**src/rtl/mest_pro_pkg.sv**
```systemverilog
// Shared types and default widths for the MESTPro memory arbiter.
package mest_pro_pkg;

  localparam int ADDR_W_DEF = 16;
  localparam int DATA_W_DEF = 16;

  typedef enum logic [1:0] {
    IDLE    = 2'd0,
    IF_XFER = 2'd1,
    LS_XFER = 2'd2
  } arb_state_t;

  typedef enum logic {
    REQ_IF = 1'b0,
    REQ_LS = 1'b1
  } req_id_t;

endpackage

```
**src/rtl/mest_pro_arb_watchdog.sv**
```systemverilog
// Transfer watchdog: counts un-acked transfer cycles and flags expiry on the
// cycle the count reaches TIMEOUT; an ack in that same cycle takes precedence.
module mest_pro_arb_watchdog
  import mest_pro_pkg::*;
#(
  parameter int TIMEOUT = 15
) (
  input  logic clk,
  input  logic rst_n,
  input  logic clear,
  input  logic enable,
  input  logic ack,
  output logic expire
);

  localparam int CNT_W = $clog2(TIMEOUT + 1);

  logic [CNT_W-1:0] count_reg;

  always_ff @(posedge clk or negedge rst_n) begin
    if (!rst_n) begin
      count_reg <= '0;
    end else if (clear) begin
      count_reg <= '0;
    end else if (enable && !ack) begin
      count_reg <= count_reg + CNT_W'(1);
    end
  end

  // count_reg holds the number of completed un-acked cycles, so this cycle is the TIMEOUT-th.
  assign expire = enable && !ack && (count_reg == CNT_W'(TIMEOUT - 1));

endmodule

```
**src/rtl/mest_pro_mem_arbiter.sv**
```systemverilog
// Two-requester (fetch / load-store) arbiter for the single MESTPro memory port.
// Define MEST_PRO_ARB_ROUND_ROBIN_EN to alternate winners under contention.
module mest_pro_mem_arbiter
  import mest_pro_pkg::*;
#(
  parameter int ADDR_W  = ADDR_W_DEF,
  parameter int DATA_W  = DATA_W_DEF,
  parameter int TIMEOUT = 15
) (
  input  logic              clk,
  input  logic              i_reset_n,
  input  logic              i_if_req,
  input  logic [ADDR_W-1:0] i_if_addr,
  output logic              o_if_gnt,
  output logic              o_if_rvalid,
  output logic [DATA_W-1:0] o_if_rdata,
  input  logic              i_ls_req,
  input  logic              i_ls_we,
  input  logic [ADDR_W-1:0] i_ls_addr,
  input  logic [DATA_W-1:0] i_ls_wdata,
  output logic              o_ls_gnt,
  output logic              o_ls_rvalid,
  output logic [DATA_W-1:0] o_ls_rdata,
  output logic              o_mem_req,
  output logic              o_mem_we,
  output logic [ADDR_W-1:0] o_mem_addr,
  output logic [DATA_W-1:0] o_mem_wdata,
  input  logic              i_mem_ack,
  input  logic [DATA_W-1:0] i_mem_rdata,
  output logic              o_busy,
  output logic              o_timeout
);

  arb_state_t state_reg;
  logic       pick_ls;
  logic       wd_expire;

`ifdef MEST_PRO_ARB_ROUND_ROBIN_EN
  req_id_t last_owner_reg;
  assign pick_ls = i_ls_req && (!i_if_req || (last_owner_reg == REQ_IF));
`else
  assign pick_ls = i_ls_req;
`endif

  assign o_busy = (state_reg != IDLE);

  mest_pro_arb_watchdog #(
    .TIMEOUT (TIMEOUT)
  ) u_watchdog (
    .clk    (clk),
    .rst_n  (i_reset_n),
    .clear  (state_reg == IDLE),
    .enable (state_reg != IDLE),
    .ack    (i_mem_ack),
    .expire (wd_expire)
  );

  always_ff @(posedge clk or negedge i_reset_n) begin
    if (!i_reset_n) begin
      state_reg   <= IDLE;
      o_if_gnt    <= 1'b0;
      o_if_rvalid <= 1'b0;
      o_if_rdata  <= '0;
      o_ls_gnt    <= 1'b0;
      o_ls_rvalid <= 1'b0;
      o_ls_rdata  <= '0;
      o_mem_req   <= 1'b0;
      o_mem_we    <= 1'b0;
      o_mem_addr  <= '0;
      o_mem_wdata <= '0;
      o_timeout   <= 1'b0;
`ifdef MEST_PRO_ARB_ROUND_ROBIN_EN
      last_owner_reg <= REQ_IF;
`endif
    end else begin
      o_if_gnt    <= 1'b0;
      o_ls_gnt    <= 1'b0;
      o_if_rvalid <= 1'b0;
      o_ls_rvalid <= 1'b0;
      case (state_reg)
        IDLE: begin
          if (pick_ls) begin
            state_reg   <= LS_XFER;
            o_mem_req   <= 1'b1;
            o_mem_we    <= i_ls_we;
            o_mem_addr  <= i_ls_addr;
            o_mem_wdata <= i_ls_wdata;
            o_ls_gnt    <= 1'b1;
`ifdef MEST_PRO_ARB_ROUND_ROBIN_EN
            last_owner_reg <= REQ_LS;
`endif
          end else if (i_if_req) begin
            state_reg  <= IF_XFER;
            o_mem_req  <= 1'b1;
            o_mem_we   <= 1'b0;
            o_mem_addr <= i_if_addr;
            o_if_gnt   <= 1'b1;
`ifdef MEST_PRO_ARB_ROUND_ROBIN_EN
            last_owner_reg <= REQ_IF;
`endif
          end
        end
        IF_XFER: begin
          if (i_mem_ack) begin
            state_reg   <= IDLE;
            o_mem_req   <= 1'b0;
            o_if_rvalid <= 1'b1;
            o_if_rdata  <= i_mem_rdata;
          end else if (wd_expire) begin
            state_reg   <= IDLE;
            o_mem_req   <= 1'b0;
            o_if_rvalid <= 1'b1;
            o_if_rdata  <= '1;
            o_timeout   <= 1'b1;
          end
        end
        LS_XFER: begin
          if (i_mem_ack) begin
            state_reg   <= IDLE;
            o_mem_req   <= 1'b0;
            o_ls_rvalid <= 1'b1;
            // Stores complete with an rvalid pulse but leave the load data untouched.
            if (!o_mem_we) begin
              o_ls_rdata <= i_mem_rdata;
            end
          end else if (wd_expire) begin
            state_reg   <= IDLE;
            o_mem_req   <= 1'b0;
            o_ls_rvalid <= 1'b1;
            o_ls_rdata  <= '1;
            o_timeout   <= 1'b1;
          end
        end
        default: begin
          state_reg <= IDLE;
          o_mem_req <= 1'b0;
        end
      endcase
    end
  end

endmodule

```
**config.mk**
```make
export PLATFORM = sky130hd
export DESIGN_NAME = mest_pro_mem_arbiter
export DESIGN_NICKNAME = d
export VERILOG_FILES = /design/src/rtl/mest_pro_pkg.sv /design/src/rtl/mest_pro_arb_watchdog.sv /design/src/rtl/mest_pro_mem_arbiter.sv
export SDC_FILE = /design/constraint.sdc
export NUM_CORES = 1
export LEC_CHECK = 0
export CAP_MARGIN = 15
export CORE_MARGIN = 10
export CORE_UTILIZATION = 40
export CTS_CLUSTER_SIZE = 28
export DETAILED_ROUTE_END_ITERATION = 16
export PLACE_DENSITY = 0.75
export RECOVER_POWER = 25
export SETUP_SLACK_MARGIN = 0.4
export SKIP_CTS_REPAIR_TIMING = 1
export SLEW_MARGIN = 20
export SYNTH_ARGS = -nofsm -noshare
export SYNTH_HDL_FRONTEND = slang
export SYNTH_SLANG_ARGS = --single-unit
```
**constraint.sdc**
```tcl
create_clock -name clk -period 3.8 [get_ports clk]
set_input_delay 0.38 -clock clk [delete_from_list [all_inputs] [get_ports clk]]
set_output_delay 0.38 -clock clk [all_outputs]
set_load 0.1 [all_outputs]
```
# [Word-level counts from Yosys, hierarchy flattened]
# Index checks and enable logic that the tools add are counted.
[op_classes] addsub=1 mul=0 div=0 n_lt_le_gt_ge=0 eq_ne=6 n_shift=0 n_mux=29 n_bitwise=1 n_reduce_logical=15
[ops] op="$mux W16" count=6
[ops] op="$mux W1" count=15
[ops] op="$mux W2" count=4
[ops] op="$mux W4" count=2
[ops] op="$reduce_and A2 Y1" count=4
[ops] op="$reduce_bool A2 Y1" count=4
[ops] op="$reduce_and A3 Y1" count=2
[ops] op="$add A4 B1 Y4 const B" count=1
[ops] op="$eq A4 B4 Y1 const B" count=1
[ops] op="$pmux W2 S2" count=1
[ops] op="$ne A3 B1 Y1 const B" count=1
[ops] op="$ne A3 B3 Y1 const B" count=1
[ops] op="$eq A2 B1 Y1 const B" count=1
[ops] op="$eq A2 B2 Y1 const B" count=1
[ops] op="$logic_and A1 B1 Y1" count=2
[ops] op="$logic_not A2 Y1" count=1
[ops] op="$ne A2 B2 Y1 const B" count=1
[ops] op="$pmux W1 S2" count=1
[ops] op="$reduce_or A2 Y1" count=1
[ops] op="$logic_not A1 Y1" count=1
[ops] op="$not A1 Y1" count=1
[totals] reg_bits=77 latchBits=0 ramBits=0 rom_bits=0 input_bits=70 word_cells=65 n_memories=0

# [Depth between registers and ports, before layout]
# Gate-level depths: netlist of run 1.
[logic_depth] word_depth=6 mapped_depth=7 depth_no_buf=5

# [Cells and area by module]
# From an unflattened synthesis of run 1, not the netlist that was laid out.
[hier_totals] cells_unflattened=253 area_unflattened_um2=3448.3
[by_module_without_submodules] mod="mest_pro_mem_arbiter" n_inst=1 cells_each=232 area_each_um2=3218.1
[by_module_without_submodules] mod="mest_pro_arb_watchdog" n_inst=1 cells_each=21 area_each_um2=230.2

# [Worst setup path before layout of run 1]
# OpenSTA, ideal clock, no wires.
[synth_path] path_type="register to register" start="reg o_mem_we" end="reg o_ls_rdata[10]" t_arrival_ns=1.628 setup_slack_ns=2.046 path_stages_with_launch=6 n_path_buf=2 synth_period_minus_slack_ns=1.754 cell_sequence="dfrtp_1 and3b_1 buf_2 buf_2 nor2_1 a21oi_1"
[synth_via] elab_chain_cells=2
[synth_lines] item="from (decl)" line="mest_pro_mem_arbiter.sv:25" rtl="output logic o_mem_we,"
[synth_lines] item="from (signal assigned)" line="mest_pro_mem_arbiter.sv:85" rtl="o_mem_we <= i_ls_we;"
[synth_lines] item="$ne A2 B2 Y1 (no source line)"
[synth_lines] item="$reduce_and A3 Y1 (no source line)"
[synth_lines] item="to (signal assigned)" line="mest_pro_mem_arbiter.sv:124" rtl="o_ls_rdata <= i_mem_rdata;"
[synth_lines] item="to (decl)" line="mest_pro_mem_arbiter.sv:23" rtl="output logic [DATA_W-1:0] o_ls_rdata,"
# No other way between the ends.
# A chain may end at the register's enable or synchronous reset.

# [Worst setup path after layout of run 1]
[layout_path] start="reg state_reg[0]" end="out o_busy"
[layout_via] elab_chain_cells=1
[layout_lines] item="from (decl)" line="mest_pro_mem_arbiter.sv:34" rtl="arb_state_t state_reg;"
[layout_lines] item="from (signal assigned)" line="mest_pro_mem_arbiter.sv:60" rtl="state_reg <= IDLE;"
[layout_lines] item="from (signal assigned)" line="mest_pro_mem_arbiter.sv:83" rtl="state_reg <= LS_XFER;"
[layout_lines] item="from (signal assigned)" line="mest_pro_mem_arbiter.sv:93" rtl="state_reg <= IF_XFER;"
[layout_lines] item="$reduce_bool A2 Y1" line="mest_pro_mem_arbiter.sv:45" rtl="assign o_busy = (state_reg != IDLE);"
[layout_lines] item="to (decl)" line="mest_pro_mem_arbiter.sv:30" rtl="output logic o_busy,"
# No other way between the ends.

==> metrics.yaml, run 1 <==
status: "finished, violations left"
violations: "capacitance limit, slew limit"
vias_per_cell: 4.861
path_class: "register to output port"
path_buf_inv: 3
slew_headroom_pct: -26.15
min_path_type: "register to register"
place_hpwl_um: 6697
gp_congestion: 0.7698
yosysSeqAreaShare_pct: 60.73
synthToLayoutAreaGrowth_pct: 51.97
synth_top_area_share_pct: 60.73
chipWidth_um: 109.1
ant_nets: 0
cpMaxStageDelayCell: "clkdlybuf4s50_1"
drt-initial-drc-count: 94
drive_gt1_share_pct: 5.854
crit_family: "buffers and inverters"
grt_start_max_net_pins: 78
grt_util_all_layers_pct: 14.67
dr_total_vias: 2489
synth_area_leader_cell: "dfrtp_1"
cp_max_fo: 11
avgSynthCellArea_um2: 11.93
ys_types: 31
critPathArrivalTime_ns: 2.43
holdWs_ns: 0.4634
fin_crit_sh_pct: 73.92
setup_violations: 0
synth_warnings: 0
synth_fp_nets: 341
antenna_cells: 0
fill_cells: 637
slew_violations: 78
cts_tree: "yes"
cp-start-kind: "register"
crit_chain: "inv_1 > ha_1 > inv_2 > clkdlybuf4s50_1"
layout.nets: 480
ioPinCount: 142
worst_pin_slew_ns: 1.892
final-hold-violation-count: 0
rsz0062_at_grt: "no"
grt_pass1_vias: 2649
cts_buffers: 9
clock_latency_ns: 0.33
coreArea_um2: 7727
synth_cells: 266
fin_setup_tns_ns: 0
rows: 32
endpoint_kind: "output port"
cts.clk_slew.worst_paths_ns: 0.08
die-area_um2: 11900
slowest_delay_ns: 1.14
post_drt_wl_per_cell_um: 17.14
required_ns: 3.42
antenna_found_initial: 0
portBuffers: 141
netlist_area_um2: 3173
htree_levels: 3
root_buffer: "clkbuf_8"
ys_ff_latch: 77
grt_pass1_wl_um: 13770
cap_violations: 1
drcViolationCount: 0
synth_top_cells_by_area: "dfrtp_1 61%, mux2_1 5.7%, mux2i_1 5.0%"
die_y_um: 109.1
clock_skew_ns: 0.009050
initial_utilization_pct: 41.06
routed_wl_um: 8776
cts.sinks: 77
min_period_ns: 2.809
clock.fmax_mhz: 356.0
overflow: 0
cts_buffer_depth: 2
first_pass_iters: 4
==> Yosys cell counts <==
| library cell | instances |
|---|---|
| dfrtp_1 | 77 |
| nand3_2 | 1 |
| nand2_1 | 18 |
| a21boi_1 | 1 |
| nand3b_1 | 1 |
| a21oi_1 | 18 |
| and2_1 | 2 |
| inv_2 | 2 |
| nor2b_1 | 2 |
| xor2_1 | 2 |
| a21o_1 | 1 |
| and3b_1 | 1 |
| nor2_1 | 39 |
| buf_2 | 10 |
| buf_4 | 3 |
| mux2_1 | 16 |
| a22o_1 | 1 |
| o221ai_1 | 1 |
| buf_6 | 2 |
| ha_1 | 5 |
| o22a_1 | 18 |
| nand2_4 | 1 |
| and4b_4 | 1 |
| and4b_1 | 1 |
| nand4b_1 | 2 |
| o21a_1 | 2 |
| xnor2_1 | 1 |
| o21ai_1 | 17 |
| nand3_1 | 1 |
| mux2i_1 | 16 |
| inv_1 | 3 |
==> metrics by stage <==
stage	instances	area, um2	worst slack, ns	utilization [%]
6_report	512	4822	0.9911	62.40
5_1_grt	512	4822	0.8908	62.40
4_1_cts	512	4825	0.9514	62.44
3_5_place_dp	496	4633	1.337	59.96
3_3_place_gp	496	4633	1.390	59.96
2_1_floorplan	266	3173	2.046	-
==> cell usage in the layout, fill, tap and decap left out, types with 2 or more instances in the layout <==
cell type        synthesis  layout
nand4b_1                 2       2
inv_1                    3       3
clkdlybuf4s50_1          0     140
buf_4                    3       2
mux2i_1                 16      16
o21ai_1                 17      16
nor2_1                  39      39
a21oi_1                 18      18
dfrtp_1                 77      77
clkbuf_8                 0       9
o21a_1                   2       2
o22a_1                  18      18
and2_1                   2       2
ha_1                     5       5
clkinv_2                 0       2
xor2_1                   2       2
inv_2                    2       2
nand2_1                 18      18
mux2_1                  16      16
clkinvlp_4               0       2
nor2b_1                  2       2
==> final timing paths <==
path,to,from,cells after the start,slack [ns]
setup reg to reg,o_if_rdata[14],state_reg[0],5,1.72
max in group asynchronous,o_mem_wdata[7],i_reset_n,1,2.12
hold / removal,o_timeout,o_timeout,1,0.46
setup / recovery,o_busy,state_reg[0],4,0.99
min in group asynchronous,o_if_rdata[1],i_reset_n,1,0.56
hold reg to reg,o_timeout,o_timeout,1,0.46
==> cells by family (layout without fill, tap and decap cells) <==
family | Yosys count | after routing | synth area share [%]
and+or+nand+nor | 70 | 70 | 10.17
buffers and inverters | 20 | 164 | 3.588
adders and majority gates | 5 | 5 | 1.972
xor gates and xnor gates | 3 | 3 | 0.8282
muxes | 32 | 32 | 10.73
DFF | 77 | 77 | 60.73
AOI/OAI and AO/OA | 59 | 59 | 11.99
==> metal layers <==
metal | global-route usage, % | vias up | share of wire (%)
li1 | - | 1198 | -
met1 | 17.29 | 1175 | 41
met2 | 22.41 | 106 | 44
met3 | 8.142 | 10 | 14
met4 | 4.520 | 0 | 1.2
met5 | 0 | - | 0
==> layout make-up <==
class	count	area, um2	share of cell area [%]
multi-input combinational	169	1136	23.56
tap	102	127.6	2.647
clock inverter	6	63.81	1.323
inverter	5	18.77	0.3892
sequential	77	1927	39.96
timing repair buffer	143	1421	29.48
clock buffer	10	127.6	2.647
==> worst reg2reg max path: cells and delay by family (launching register included) <==
family	cells	cell delay (ns)
compound gates	2	0.79
buf+inv	1	0.08
simple gates	1	0.42
flops	1	0.39
fa+ha+maj	1	0.35
Power of run 1 is left out: the tool's default activity adds up to more than one toggle a clock period on the data nets, which glitch-free logic cannot reach.
==> inputs of run 2 (changes only) <==
clock period = 2.8 ns   (was 3.8 ns; I/O delays follow)
==> run 2 against run 1 <==
Against the previous run:
- cell count unchanged
- critical path depth grew 1
- core utilization shrank 1.9 points
- routed wire length is 0.16% lower
- sequential share of layout area grew 1.3 points
- via count grew 1.0%
- the run still ends with capacitance limit, slew limit left
- critical endpoint is now o_if_rdata[1]
- hold slack got worse by 0.020 ns
- flip-flop and latch count unchanged
- die area is the same
==> metrics.yaml, run 2 (synthesized netlist as in run 1, its figures left out) <==
overflow: 0  # unchanged
portBuffers: 141  # unchanged
clock.fmax_mhz: 489.4
use_met3_pct: 8.201  # was 8.142%
violations: "capacitance limit, slew limit"  # unchanged
vias_per_cell: 4.910  # was 4.861
chipWidth_um: 109.1  # unchanged
fill_cells: 645  # was 637
cts_buffer_depth: 2  # unchanged
drive_gt1_share_pct: 23.41  # was 5.854%
cts.clk_slew.worst_paths_ns: 0.08  # about the same
first_pass_iters: 4  # unchanged
min_path_type: "primary input to asynchronous set/reset pin"  # was register to register
cp_max_fo: 17  # was 11
endpoint_kind: "register"  # was output port
die_y_um: 109.1  # unchanged
slew_headroom_pct: -25.39  # was -26.15%
status: "finished, violations left"  # unchanged
place_hpwl_um: 6761  # was 6697 um
dr_total_vias: 2514  # was 2489
die-area_um2: 11900  # unchanged
cp-start-kind: "register"  # unchanged
busiest_layer: "met2"  # unchanged
use_met2_pct: 21.72  # was 22.41%
grtUsageMet1_pct: 16.65  # was 17.29%
final_cell_mix: "77 x dfrtp_1, 74 x buf_4, 68 x clkdlybuf4s50_1"  # was 140 x clkdlybuf4s50_1, 77 x dfrtp_1, 39 x nor2_1
critPathArrivalTime_ns: 2.32  # was 2.43 ns
rows: 32  # unchanged
slew_violations: 78  # unchanged
fin_crit_sh_pct: 72.98
reg2reg_to: "o_if_rdata[1]"  # was o_if_rdata[14]
cts.sinks: 77  # unchanged
gp_congestion: 0.7637  # was 0.7698
ff_latch_area_um2: 1927  # unchanged
ioPinCount: 142  # unchanged
coreArea_um2: 7727  # unchanged
post_drt_wl_per_cell_um: 17.11  # was 17.14 um
rsz0062_at_grt: "no"  # unchanged
cts_buffers: 9  # unchanged
r2r_setup_slack_ns: 0.76  # was 1.72 ns
grt_start_max_net_pins: 78  # unchanged
grt_util_all_layers_pct: 14.41  # was 14.67%
drcViolationCount: 0  # unchanged
synthToLayoutAreaGrowth_pct: 47.36  # was 51.97%
routed_wl_um: 8762  # was 8776 um
fin_setup_tns_ns: 0  # unchanged
cap_violations: 1  # unchanged
ant_nets: 0  # unchanged
min_period_ns: 2.043
clock_skew_ns: 0.01020  # was 0.009050 ns
worst_pin_slew_ns: 1.881  # was 1.892 ns
antenna_cells: 0  # unchanged
clock_latency_ns: 0.35  # was 0.33 ns
initial_utilization_pct: 41.06  # unchanged
crit_path_start: "state_reg[1]"  # was state_reg[0]
rr_startpoint: "state_reg[1]"  # was state_reg[0]
root_buffer: "clkbuf_8"  # unchanged
final_common_cell: "dfrtp_1"  # was clkdlybuf4s50_1
htree_levels: 3  # unchanged
setup_violations: 0  # unchanged
antenna_found_initial: 1  # was 0
grt_pass1_vias: 2624  # was 2649
final-hold-violation-count: 0  # unchanged
path_class: "register to register"  # was register to output port
drt-initial-drc-count: 74  # was 94
grt_pass1_wl_um: 13460  # was 13770 um
cts_tree: "yes"  # unchanged
reg2regPathDepth: 5  # unchanged
required_ns: 3.08  # was 3.42 ns
layout.nets: 480  # unchanged
multiInputGateArea_um2: 1136  # unchanged
## run 2: cell count changes in the layout (fill, tap and decap cells not counted)
| cell | before | now |
|---|---|---|
| bufinv_16 | 1 | 2 |
| clkinv_2 | 2 | 0 |
| buf_4 | 2 | 74 |
| clkdlybuf4s50_1 | 140 | 68 |
| clkbuf_8 | 9 | 10 |
## run 2: critical path, stage by stage, from the launching register on
cell     delay (ns)
dfrtp_1        0.41
inv_1          0.08
ha_1           0.34
and4b_4        0.40
o21a_1         0.53
o22a_1         0.22
## run 2: area by class of cell
cell class	count	share of cell area [%]
repair buffers	143	26.55
inverters	5	0.4014
clock inverters	5	1.793
clock buffers	11	3.024
well taps	102	2.729
flip-flops and latches	77	41.21
multi-input cells	169	24.30
## run 2: worst max path at each step
stage | endpoint | cells after the start | slack, ns
2_1_floorplan | o_ls_rdata[10] | 5 | 1.05
3_3_place_gp | o_ls_rdata[2] | 4 | 0.82
3_5_place_dp | o_if_rdata[1] | 5 | 0.79
4_1_cts | o_if_rdata[1] | 5 | 0.77
5_1_grt | o_if_rdata[4] | 5 | 0.62
6_report | o_if_rdata[1] | 5 | 0.76
## run 2: layer usage
layer	vias to the layer above	part of all wire, %
li1	1196	-
met1	1198	40
met2	109	45
met3	11	13
met4	0	1.5
met5	-	0
## run 2: through the flow
step	std cells	util, %	instance area (um2)	worst slack (ns)	hold slack, ns
2_1_floorplan	266	-	3173	1.046	-0.01559
3_3_place_gp	496	57.63	4453	0.8226	0.4674
3_5_place_dp	496	57.63	4453	0.7927	0.4631
4_1_cts	512	60.54	4678	0.7709	0.1019
5_1_grt	512	60.51	4676	0.6240	0.5016
6_report	512	60.51	4676	0.7567	0.4436
Power of run 2 is left out for the same reason.
==> inputs of run 3 (changes only) <==
CORE_UTILIZATION = 38   (was 40)
clock period = 1.7 ns   (was 2.8 ns; I/O delays follow)
==> run 3 against run 2 <==
Against the previous run:
- the run now ends clean
- die area rose by 4.3%
- non-clock buffer count rose by 23
- design area rose by 17%
- sequential share of layout area down 5.8 points
- clock skew decreased by 0.0023 ns
- register-to-register slack worse by 0.59 ns
- global-route usage is 0.39 points lower
==> metrics.yaml, run 3 (synthesized netlist as in run 1, its figures left out) <==
crit_chain: "inv_2 > ha_4 > buf_12 > nand4b_1 > and2_4 > o22a_1"  # was inv_1 > ha_1 > and4b_4 > o21a_1 > o22a_1
instances_no_fill: 542  # was 512
routed_wl_um: 9668  # was 8762 um
root_buffer: "clkbuf_8"  # unchanged
cp_max_fo: 7  # was 17
placedCellCount: 512  # was 496
slew_headroom_pct: 32.17  # was -25.39%
vias_per_cell: 4.943  # was 4.910
endpoint_kind: "register"  # unchanged
fin_setup_tns_ns: 0  # unchanged
chipWidth_um: 111.4  # was 109.1 um
cts_buffer_depth: 2  # unchanged
initial_utilization_pct: 38.81  # was 41.06%
htree_levels: 3  # unchanged
antenna_cells: 0  # unchanged
cts.sinks: 77  # unchanged
overflow: 0  # unchanged
drcViolationCount: 0  # unchanged
final_cell_mix: "76 x dfrtp_1, 76 x buf_4, 68 x clkdlybuf4s50_1"  # was 77 x dfrtp_1, 74 x buf_4, 68 x clkdlybuf4s50_1
clock.fmax_mhz: 651.0  # was 489.4 MHz
coreArea_um2: 8175  # was 7727 um2
grt_util_all_layers_pct: 14.02  # was 14.41%
rsz0062_at_grt: "yes"  # was no
cpMaxStageDelayCell: "dfrtp_1"  # was o21a_1
antenna_found_initial: 0  # was 1
clock_latency_ns: 0.33  # was 0.35 ns
ioPinCount: 142  # unchanged
drive_gt1_share_pct: 39.36  # was 23.41%
cts_tree: "yes"  # unchanged
synthToLayoutAreaGrowth_pct: 71.77  # was 47.36%
path_class: "register to register"  # unchanged
gp_congestion: 0.7797  # was 0.7637
status: "finished, final reports clean"  # was finished, violations left
crit_family: "simple AND/OR/NAND/NOR gates"  # was compound AO/OA/AOI/OAI gates
post_drt_wl_per_cell_um: 17.84  # was 17.11 um
die-area_um2: 12410  # was 11900 um2
cts.clk_slew.worst_paths_ns: 0.08  # about the same
cts_buffers: 9  # unchanged
final-hold-violation-count: 0  # unchanged
required_ns: 1.93  # was 3.08 ns
slew_violations: 0  # was 78
worst_pin_slew_ns: 1.017  # was 1.881 ns
critPathArrivalTime_ns: 1.76  # was 2.32 ns
first_pass_iters: 4  # unchanged
clock_skew_ns: 0.007950  # was 0.01020 ns
ant_nets: 0  # unchanged
slowest_delay_ns: 0.38  # was 0.53 ns
setup_violations: 0  # unchanged
dr_total_vias: 2679  # was 2514
min_period_ns: 1.536  # was 2.043 ns
rows: 33  # was 32
path_buf_inv: 2  # was 1
min_path_type: "primary input to register"  # was primary input to asynchronous set/reset pin
grt_pass1_wl_um: 14580  # was 13460 um
die_y_um: 111.4  # was 109.1 um
fin_crit_sh_pct: 90.35  # was 72.98%
cp-start-kind: "register"  # unchanged
layout.nets: 508  # was 480
portBuffers: 141  # unchanged
grt_pass1_vias: 2800  # was 2624
drt-initial-drc-count: 78  # was 74
place_hpwl_um: 6870  # was 6761 um
cap_violations: 0  # was 1
grt_start_max_net_pins: 40  # was 78
[run 3: cell count changes in the layout (fill, tap and decap cells not counted), sizes merged]
cell	before	now
clkbuf	12	16
buf	74	92
clkinvlp	2	0
nand2	19	22
o21a	2	4
dlygate4sd3	0	1
bufinv	2	3
[run 3: through the flow]
| stage | setup WS (ns) | instance area (um2) | hold WS (ns) | utilization [%] |
|---|---|---|---|---|
| after floorplan | 0.1660 | 3229 | -0.1256 | - |
| after global placement | 0.03244 | 4710 | 0.1766 | 57.61 |
| after detailed placement | -0.02594 | 4710 | 0.1768 | 57.61 |
| after CTS | -0.05372 | 4956 | -0.1925 | 60.62 |
| after global routing | 0.09592 | 5450 | 0.4390 | 66.67 |
| final | 0.1640 | 5450 | 0.4461 | 66.67 |
[run 3: cell type report]
cell class              instances  area (um2)
fillers                       617        2725
flip-flops and latches         77        1931
repair buffers                166        1639
multi-input cells             174        1471
clock buffers                  11       151.4
well taps                     105       131.4
clock inverters                 4       95.09
inverters                       5       31.28
[run 3: routing by layer]
layer,wire (um),share of wire [%],global-route usage [%],up-vias
li1,-,-,-,1265
met1,4234,44,17.15,1309
met2,4521,47,21.92,98
met3,862,8.9,6.495,7
met4,48,0.50,3.599,0
met5,0,0,0,-
[run 3: final timing paths]
| check | startpoint | to | slack, ns | cells past startpoint |
|---|---|---|---|---|
| worst min-delay path | i_ls_wdata[2] | o_mem_wdata[2] | 0.45 | 2 |
| worst max-delay path | state_reg[1] | state_reg[0] | 0.16 | 6 |
| worst min register to register | o_mem_addr[6] | o_mem_addr[6] | 0.51 | 2 |
| min in group asynchronous | i_reset_n | o_ls_rdata[15] | 0.54 | 2 |
| max in group asynchronous | i_reset_n | o_ls_rdata[10] | 0.34 | 3 |
| worst max register to register | state_reg[1] | state_reg[0] | 0.16 | 6 |
Power of run 3 is left out for the same reason.
